File: src/rtl/pwm_fade_ctrl.sv
// Fade sequencer in front of the PWM core: steps pwm_value toward a commanded
// target, applying every output change only on the core's end-of-period pulse.
module pwm_fade_ctrl #(
    parameter int DATA_W = 8,
    parameter int DIV_W  = 4
) (
    input  logic              clk,
    input  logic              reset,
    input  logic              cmd_valid,
    output logic              cmd_ready,
    input  logic [DATA_W-1:0] cmd_target,
    input  logic [DATA_W-1:0] cmd_step,
    input  logic [DIV_W-1:0]  cmd_div,
    input  logic [DATA_W-1:0] cmd_range,
    input  logic              cmd_en,
    input  logic              cmd_abort,
    input  logic              pwm_period,
    output logic [DATA_W-1:0] pwm_value,
    output logic [DATA_W-1:0] pwm_range,
    output logic              pwm_en,
    output logic              busy,
    output logic              done
);

    localparam logic [0:0] IDLE = 1'b0;
    localparam logic [0:0] RAMP = 1'b1;

    logic [0:0]        state_q, state_d;
    logic [DATA_W-1:0] tgt_q, tgt_d;
    logic [DATA_W-1:0] step_q, step_d;
    logic [DIV_W-1:0]  div_q, div_d;
    logic [DIV_W-1:0]  div_cnt_q, div_cnt_d;
    logic [DATA_W-1:0] range_sh_q, range_sh_d;
    logic              en_sh_q, en_sh_d;
    logic              first_q, first_d;
    logic [DATA_W-1:0] value_q, value_d;
    logic [DATA_W-1:0] range_q, range_d;
    logic              en_q, en_d;
    logic              done_q, done_d;

    // Distance to target at one extra bit so the comparison against step never wraps.
    logic [DATA_W:0]   diff;
    logic              going_up;

    assign going_up = (tgt_q >= value_q);
    assign diff     = going_up ? ({1'b0, tgt_q} - {1'b0, value_q})
                               : ({1'b0, value_q} - {1'b0, tgt_q});

    always_comb begin
        // NOTE: every next-state signal gets its hold value first, so no path leaves
        // a variable unassigned and no latch is inferred.
        state_d    = state_q;
        tgt_d      = tgt_q;
        step_d     = step_q;
        div_d      = div_q;
        div_cnt_d  = div_cnt_q;
        range_sh_d = range_sh_q;
        en_sh_d    = en_sh_q;
        first_d    = first_q;
        value_d    = value_q;
        range_d    = range_q;
        en_d       = en_q;
        done_d     = 1'b0;

        case (state_q)
            IDLE: begin
                if (cmd_valid) begin
                    tgt_d      = cmd_target;
                    step_d     = cmd_step;
                    div_d      = cmd_div;
                    range_sh_d = cmd_range;
                    en_sh_d    = cmd_en;
                    div_cnt_d  = cmd_div;
                    first_d    = 1'b1;
                    state_d    = RAMP;
                end
            end
            RAMP: begin
                if (cmd_abort) begin
                    first_d = 1'b0;
                    state_d = IDLE;
                end else if (pwm_period) begin
                    if (first_q) begin
                        range_d = range_sh_q;
                        en_d    = en_sh_q;
                        first_d = 1'b0;
                    end
                    if (div_cnt_q != '0) begin
                        div_cnt_d = div_cnt_q - 1'b1;
                    end else begin
                        div_cnt_d = div_q;
                        if (step_q == '0 || diff <= {1'b0, step_q}) begin
                            value_d = tgt_q;
                            state_d = IDLE;
                            done_d  = 1'b1;
                        end else if (going_up) begin
                            value_d = value_q + step_q;
                        end else begin
                            value_d = value_q - step_q;
                        end
                    end
                end
            end
            default: state_d = IDLE;
        endcase
    end

    // NOTE: state registers use non-blocking assignments so every flop samples
    // the pre-edge value of every other flop.
    always_ff @(posedge clk or posedge reset) begin
        if (reset) begin
            state_q    <= IDLE;
            tgt_q      <= '0;
            step_q     <= '0;
            div_q      <= '0;
            div_cnt_q  <= '0;
            range_sh_q <= '1;
            en_sh_q    <= 1'b0;
            first_q    <= 1'b0;
            value_q    <= '0;
            range_q    <= '1;
            en_q       <= 1'b0;
            done_q     <= 1'b0;
        end else begin
            state_q    <= state_d;
            tgt_q      <= tgt_d;
            step_q     <= step_d;
            div_q      <= div_d;
            div_cnt_q  <= div_cnt_d;
            range_sh_q <= range_sh_d;
            en_sh_q    <= en_sh_d;
            first_q    <= first_d;
            value_q    <= value_d;
            range_q    <= range_d;
            en_q       <= en_d;
            done_q     <= done_d;
        end
    end

    assign cmd_ready = (state_q == IDLE);
    assign busy      = (state_q == RAMP);
    assign pwm_value = value_q;
    assign pwm_range = range_q;
    assign pwm_en    = en_q;
    assign done      = done_q;

endmodule

File: config.mk
export PLATFORM = sky130hd
export DESIGN_NAME = pwm_fade_ctrl
export DESIGN_NICKNAME = d
export VERILOG_FILES = /design/src/rtl/pwm_fade_ctrl.sv
export SDC_FILE = /design/constraint.sdc
export NUM_CORES = 1
export LEC_CHECK = 0
export ABC_AREA = 1
export CAP_MARGIN = 10
export CORE_UTILIZATION = 58
export DETAILED_ROUTE_END_ITERATION = 8
export GPL_TIMING_DRIVEN = 0
export PLACE_DENSITY = 0.92
export SYNTH_ARGS = -nofsm -noshare
export SYNTH_HDL_FRONTEND = slang
export SYNTH_SLANG_ARGS = --single-unit
File: constraint.sdc
create_clock -name clk -period 5.1 [get_ports clk]
set_clock_uncertainty 0.15 [all_clocks]
set_input_delay 0.765 -clock clk [delete_from_list [all_inputs] [get_ports clk]]
set_output_delay 0.765 -clock clk [all_outputs]
set_load 0.01 [all_outputs]
# Word level (Yosys, flattened, before mapping)
# Index checks and enable logic that the tools add are counted.
[word_totals] reg_bits=53 wordCells=57 input_bits=34
[op_classes] order_cmp=2 reduce_logical=8 add_sub_neg=5 bitwise=3 eq_ne=4 mux=23
[ops] operator="subtractor 8 x 8 -> 9 bit" count=2
[ops] operator="2-to-1 mux 4 bit" count=4
[ops] operator="2-to-1 mux 8 bit" count=2
[ops] operator="2-to-1 mux 1 bit" count=13
[ops] operator="<= comparator 9 x 8 -> 1 bit" count=1
[ops] operator="2-to-1 mux 9 bit" count=1
[ops] operator="adder 8 bit" count=1
[ops] operator="greater-or-equal comparator 8 bit" count=1
[ops] operator="logical NOT 8 bit" count=1
[ops] operator="one-hot mux 4 bit (2 select lines)" count=1
[ops] operator="AND reduction 4 bit" count=2
[ops] operator="subtractor 8 bit" count=1
[ops] operator="inequality test 2 bit, second input constant" count=3
[ops] operator="one-hot mux 1 bit (2 select lines)" count=2
[ops] operator="AND reduction 2 bit" count=2
[ops] operator="nonzero test 4 bit" count=1
[ops] operator="subtractor 4 x 1 -> 4 bit, second input constant" count=1
[ops] operator="inequality test 3 bit, second input constant" count=1
[ops] operator="inverter 1 bit" count=3
[ops] operator="AND reduction 3 bit" count=1
[ops] operator="logical OR 1 bit" count=1

# Depth between registers and ports, before layout
[logic_depth] ltp_word=9 ltp_mapped=26 depth_no_buf=25

# Worst setup path before layout
# OpenSTA, ideal clock, no wires.
[synth_timing] path_type="reg-to-reg" start="register value_q[1], in the netlist pwm_value[1]" end="register state_q, in the netlist busy" t_arrival_ns=3.136 slack_ns=1.684 n_path_buf=1 path_stages_with_launch=24 setup_time_ns=0.130 synth_period_minus_slack_ns=3.416 required_ns=4.820 path_cell_list="dfrtp_1 inv_1 ha_1 nand2_2 nor2_1 and2_4 nor2_4 nand2_4 buf_4 o21ai_1 xor2_1 inv_1 ha_1 nand2_1 o21bai_1 nand2_1 o21ai_0 nand2_1 nand2_1 nand3b_4 nand2_4 nand3_2 nand2_1 nand2_1"
[synth_between] elab_chain_len=9 word_cells_on_any_way=11
[synth_lines] item="from (decl)" line_no="36" rtl="logic [DATA_W-1:0] value_q, value_d;"
[synth_lines] item="from (signal assigned)" line_no="133" rtl="value_q <= value_d;"
[synth_lines] item="subtractor 8 x 8 -> 9 bit (tied with other cells)" line_no="47" rtl=": ({1'b0, value_q} - {1'b0, tgt_q});"
[synth_lines] item="2-to-1 mux 9 bit (*)" line_no="46" rtl="assign diff = going_up ? ({1'b0, tgt_q} - {1'b0, value_q})"
[synth_lines] item="<= comparator 9 x 8 -> 1 bit (*)" line_no="92" rtl="if (step_q == '0 || diff <= {1'b0, step_q}) begin"
[synth_lines] item="logical OR 1 bit (*)" line_no="92"
[synth_lines] item="2-to-1 mux 1 bit (*)" line_no="92"
[synth_lines] item="2-to-1 mux 1 bit (*)" line_no="88" rtl="if (div_cnt_q != '0) begin"
[synth_lines] item="2-to-1 mux 1 bit (*)" line_no="82" rtl="end else if (pwm_period) begin"
[synth_lines] item="2-to-1 mux 1 bit (*)" line_no="79" rtl="if (cmd_abort) begin"
[synth_lines] item="one-hot mux 1 bit (2 select lines) (*)" line_no="65" rtl="case (state_q)"
[synth_lines] item="named net state_d" line_no="28" rtl="logic [0:0] state_q, state_d;"
[synth_lines] item="to (signal assigned)" line_no="125" rtl="state_q <= state_d;"
[synth_lines] item="to (decl)" line_no="28"
# Mark *: on every way through the listed nets, which the timed path passes. The rest lies on a longest branch.
# A chain may end at the register's enable or synchronous reset.

# Worst setup path after layout
[layout_timing] start="register value_q[1], in the netlist pwm_value[1]" end="register value_q[5], in the netlist pwm_value[5]"
[layout_between] elab_chain_len=5 word_cells_on_any_way=10
[layout_lines] item="subtractor 8 x 8 -> 9 bit (tied with other cells)" line_no="47"
[layout_lines] item="2-to-1 mux 9 bit" line_no="46"
[layout_lines] item="<= comparator 9 x 8 -> 1 bit" line_no="92"
[layout_lines] item="logical OR 1 bit" line_no="92"
[layout_lines] item="2-to-1 mux 8 bit (*)" line_no="92"
# Mark *: on every way between the ends. The rest lies on a longest branch, timed or not.

==> results.toml <==
[outcome]
status = "finished clean"

[power]
power.share.clock_pct = 7.7
power_frac_comb_pct = 69.1
ir_worst_vdd_mv = 0.4082
p_per_area_nw_per_um2 = 706.0
seqPwrFrac_pct = 23.2
power.leakage_nw = 2.200
intPower_mw = 1.591
p_switching_mw = 1.549
swShare_pct = 49.34

[placed_design]
gp_congestion = 0.9408
place_worst_setup_slack_ps = 1239
dp_hpwl_mm = 7.259
port_buffers = 53

[sta]
drv_slew = 0
min_period_ps = 3972
finalWorstSetupSlack_ps = 1128
hold_violations = 0
tightest_slew_ps = 657.2
slew_headroom_pct = 56.18
setup-tns-final_ps = 0
fmax_mhz = 251.8
rsz0062_at_grt = "no"
hold_ws_ps = 347.2
setup_viol = 0
finalCritPeriodShare_pct = 77.88

[drt]
remaining_drc_errors = 0
wl_per_cell_um = 16.22
ant_nets = 0
vias = 3421
dr.pass1.iters = 6
drtIter0Drc = 267
via_per_inst = 5.808
finalWirelength_mm = 9.555

[logic_synthesis]
syn_area_um2 = 3717
synth_top_area_cell = "dfrtp_1"
yosys_warnings = 0
synthArstFlopShare_pct = 100.0
synth-seq-area-share_pct = 36.22
yosysTopAreaCellShare_pct = 24.91
yosys-top-cells-area = "dfrtp_1 (25%), dfstp_2 (11%), ha_1 (11%)"
synthMuxAreaShare_pct = 6.631
synth-seq-cells = 53
synthCells = 452
synth-xor-area-share_pct = 4.241
synth_top_family_by_area = "simple AND/OR/NAND/NOR gates"
synth_edf_count = 0
synthDistinctLibCells = 37
syn-num-nets = 522
synthSimpleGateAreaFrac_pct = 22.18
syn_area_per_cell_um2 = 8.224
synth_compound_gate_area_share_pct = 9.492
synthAdderAreaFrac_pct = 12.72
synthFlopType = "dfrtp_1"

[floorplan]
dieArea_um2 = 6733
start_util_pct = 61.33
die_h_um = 82.06
die_w_um = 82.06
pin_count = 54
rows = 28
placeableCoreArea_um2 = 6061

[finish]
drive_above_1_share_pct = 14.59
syn_to_final_growth_pct = 19.66
nNetsFinal = 583
fillCellCount = 423
diodes = 0

[clock_tree]
clkSlewWorstSetupHoldPaths_ps = 100
h-tree-depth = 2
cts_tree = "done"
cts_made_buffers = 5
cts_resized = 0
cts_buffer_depth = 2
postCtsSetupBuffers = 0
cts_hold_buf = 0
root_buffer = "clkbuf_8"
cts.sinks = 53
clk_latency_ps = 310

[setup_path]
crit_path_max_fanout = 10
crit_required_ps = 5150
end_kind = "register"
crit_type = "register to register"
cp-start-kind = "register"
crit_arrival_ps = 4030

[global_route]
grt_pass1_wl_mm = 15.30
grt_max_degree = 43
antenna_found_initial = 0
grt_pass1_vias = 3436
overflow = 0
grt_util_all_layers_pct = 30.71

[hold_path]
worstHoldPathType = "register to register"

[flow_run]
cap_viol_max_count = 0
layer usage:
layer / GRT usage [%] / wire length [um]
met1: 35.18 / 3478
met2: 53.97 / 4762
met3: 5.556 / 856
met4: 16.49 / 457
met5: 0 / 0
cell type report:
type / instances / area, um^2 / share of cell area, %
multi-input cells: 322 / 2054 / 46.19
flip-flops and latches: 53 / 1346 / 30.27
repair buffers: 54 / 550.5 / 12.38
inverters: 67 / 254.0 / 5.710
well taps: 75 / 93.84 / 2.110
clock buffers: 6 / 72.57 / 1.632
plain buffers: 10 / 62.56 / 1.406
clock inverters: 2 / 13.76 / 0.3094
logic make-up after synthesis:
logic type,count (synthesis)
muxes,22
adders and majority gates,36
buffers and inverters,77
DFF,53
xor gates and xnor gates,18
and+or+nand+nor,179
AOI/OAI and AO/OA,67
metrics by stage:
step                util, %  cells  area (um^2)  power, mW
global placement      71.64    580         4342      2.696
global route          73.39    589         4448      3.378
detailed placement    71.97    581         4362      2.835
floorplan                 -    452         3717      2.251
CTS                   73.39    589         4448      3.098
finish                73.39    589         4448      3.140
power groups by stage:
| stage | combinational [mW] | sequential [mW] | clock [mW] |
|---|---|---|---|
| 6_report | 2.17 | 0.728 | 0.241 |
| 5_1_grt | 2.38 | 0.746 | 0.252 |
| 4_1_cts | 2.13 | 0.725 | 0.242 |
| 3_5_place_dp | 2.10 | 0.730 | 0 |
| 3_3_place_gp | 1.98 | 0.719 | 0 |
| 2_1_floorplan | 1.52 | 0.730 | 0 |
cell usage after synthesis (3+ instances only):
cell	instances
dfrtp_1	37
xor2_1	14
fa_1	3
clkbuf_1	4
nand3_2	3
nor3_1	3
o21ai_0	18
ha_1	33
xnor2_1	4
nand2_1	86
dfstp_2	16
mux2_2	21
nand2_4	3
nand3_1	37
nand2_2	6
nor2_1	33
inv_2	4
inv_1	61
a21oi_1	39
critical path, cell delays in order, from the launching register on:
cell	delay, ps
dfrtp_1	570
inv_1	140
ha_1	330
nand2_2	100
clkinv_1	70
nand3_1	100
nand3_2	120
nand2_4	120
nand2_4	90
buf_4	190
o21ai_1	170
xor2_1	170
inv_1	60
ha_1	290
nand2_1	110
o21bai_1	120
nand2_1	70
o21ai_0	140
nand2_1	70
nand2_1	100
nand3b_4	180
nand2_4	190
nand2_1	80
nand3_1	70
nand2_1	50
state kept, by name (all words and copies together), names as in the netlist:
signal,flops
pwm_range,8
pwm_value,8
range_sh_q,8
step_q,8
tgt_q,8
div_cnt_q,4
div_q,4
busy,1
done,1
en_sh_q,1
first_q,1
pwm_en,1
layout by cell type, fill, tap and decap left out, types with 14 or more instances in the layout:
master,Yosys,layout
o21ai_0,18,18
dfstp_2,16,16
nor2_1,33,33
mux2_2,21,21
nand3_1,37,37
dfrtp_1,37,37
nand2_1,86,86
clkdlybuf4s50_1,0,53
inv_1,61,60
ha_1,33,33
xor2_1,14,14
a21oi_1,39,39
worst paths after layout:
kind,cells past startpoint,start,slack [ps],end
min,2,div_q[1],350,div_q[1]
max reg2reg,24,pwm_value[1],1130,pwm_value[5]
min in group asynchronous,2,reset,550,pwm_value[0]
max,24,pwm_value[1],1130,pwm_value[5]
min reg2reg,2,div_q[1],350,div_q[1]
max in group asynchronous,3,reset,3690,pwm_range[6]
(Power assumes the default switching activity.)
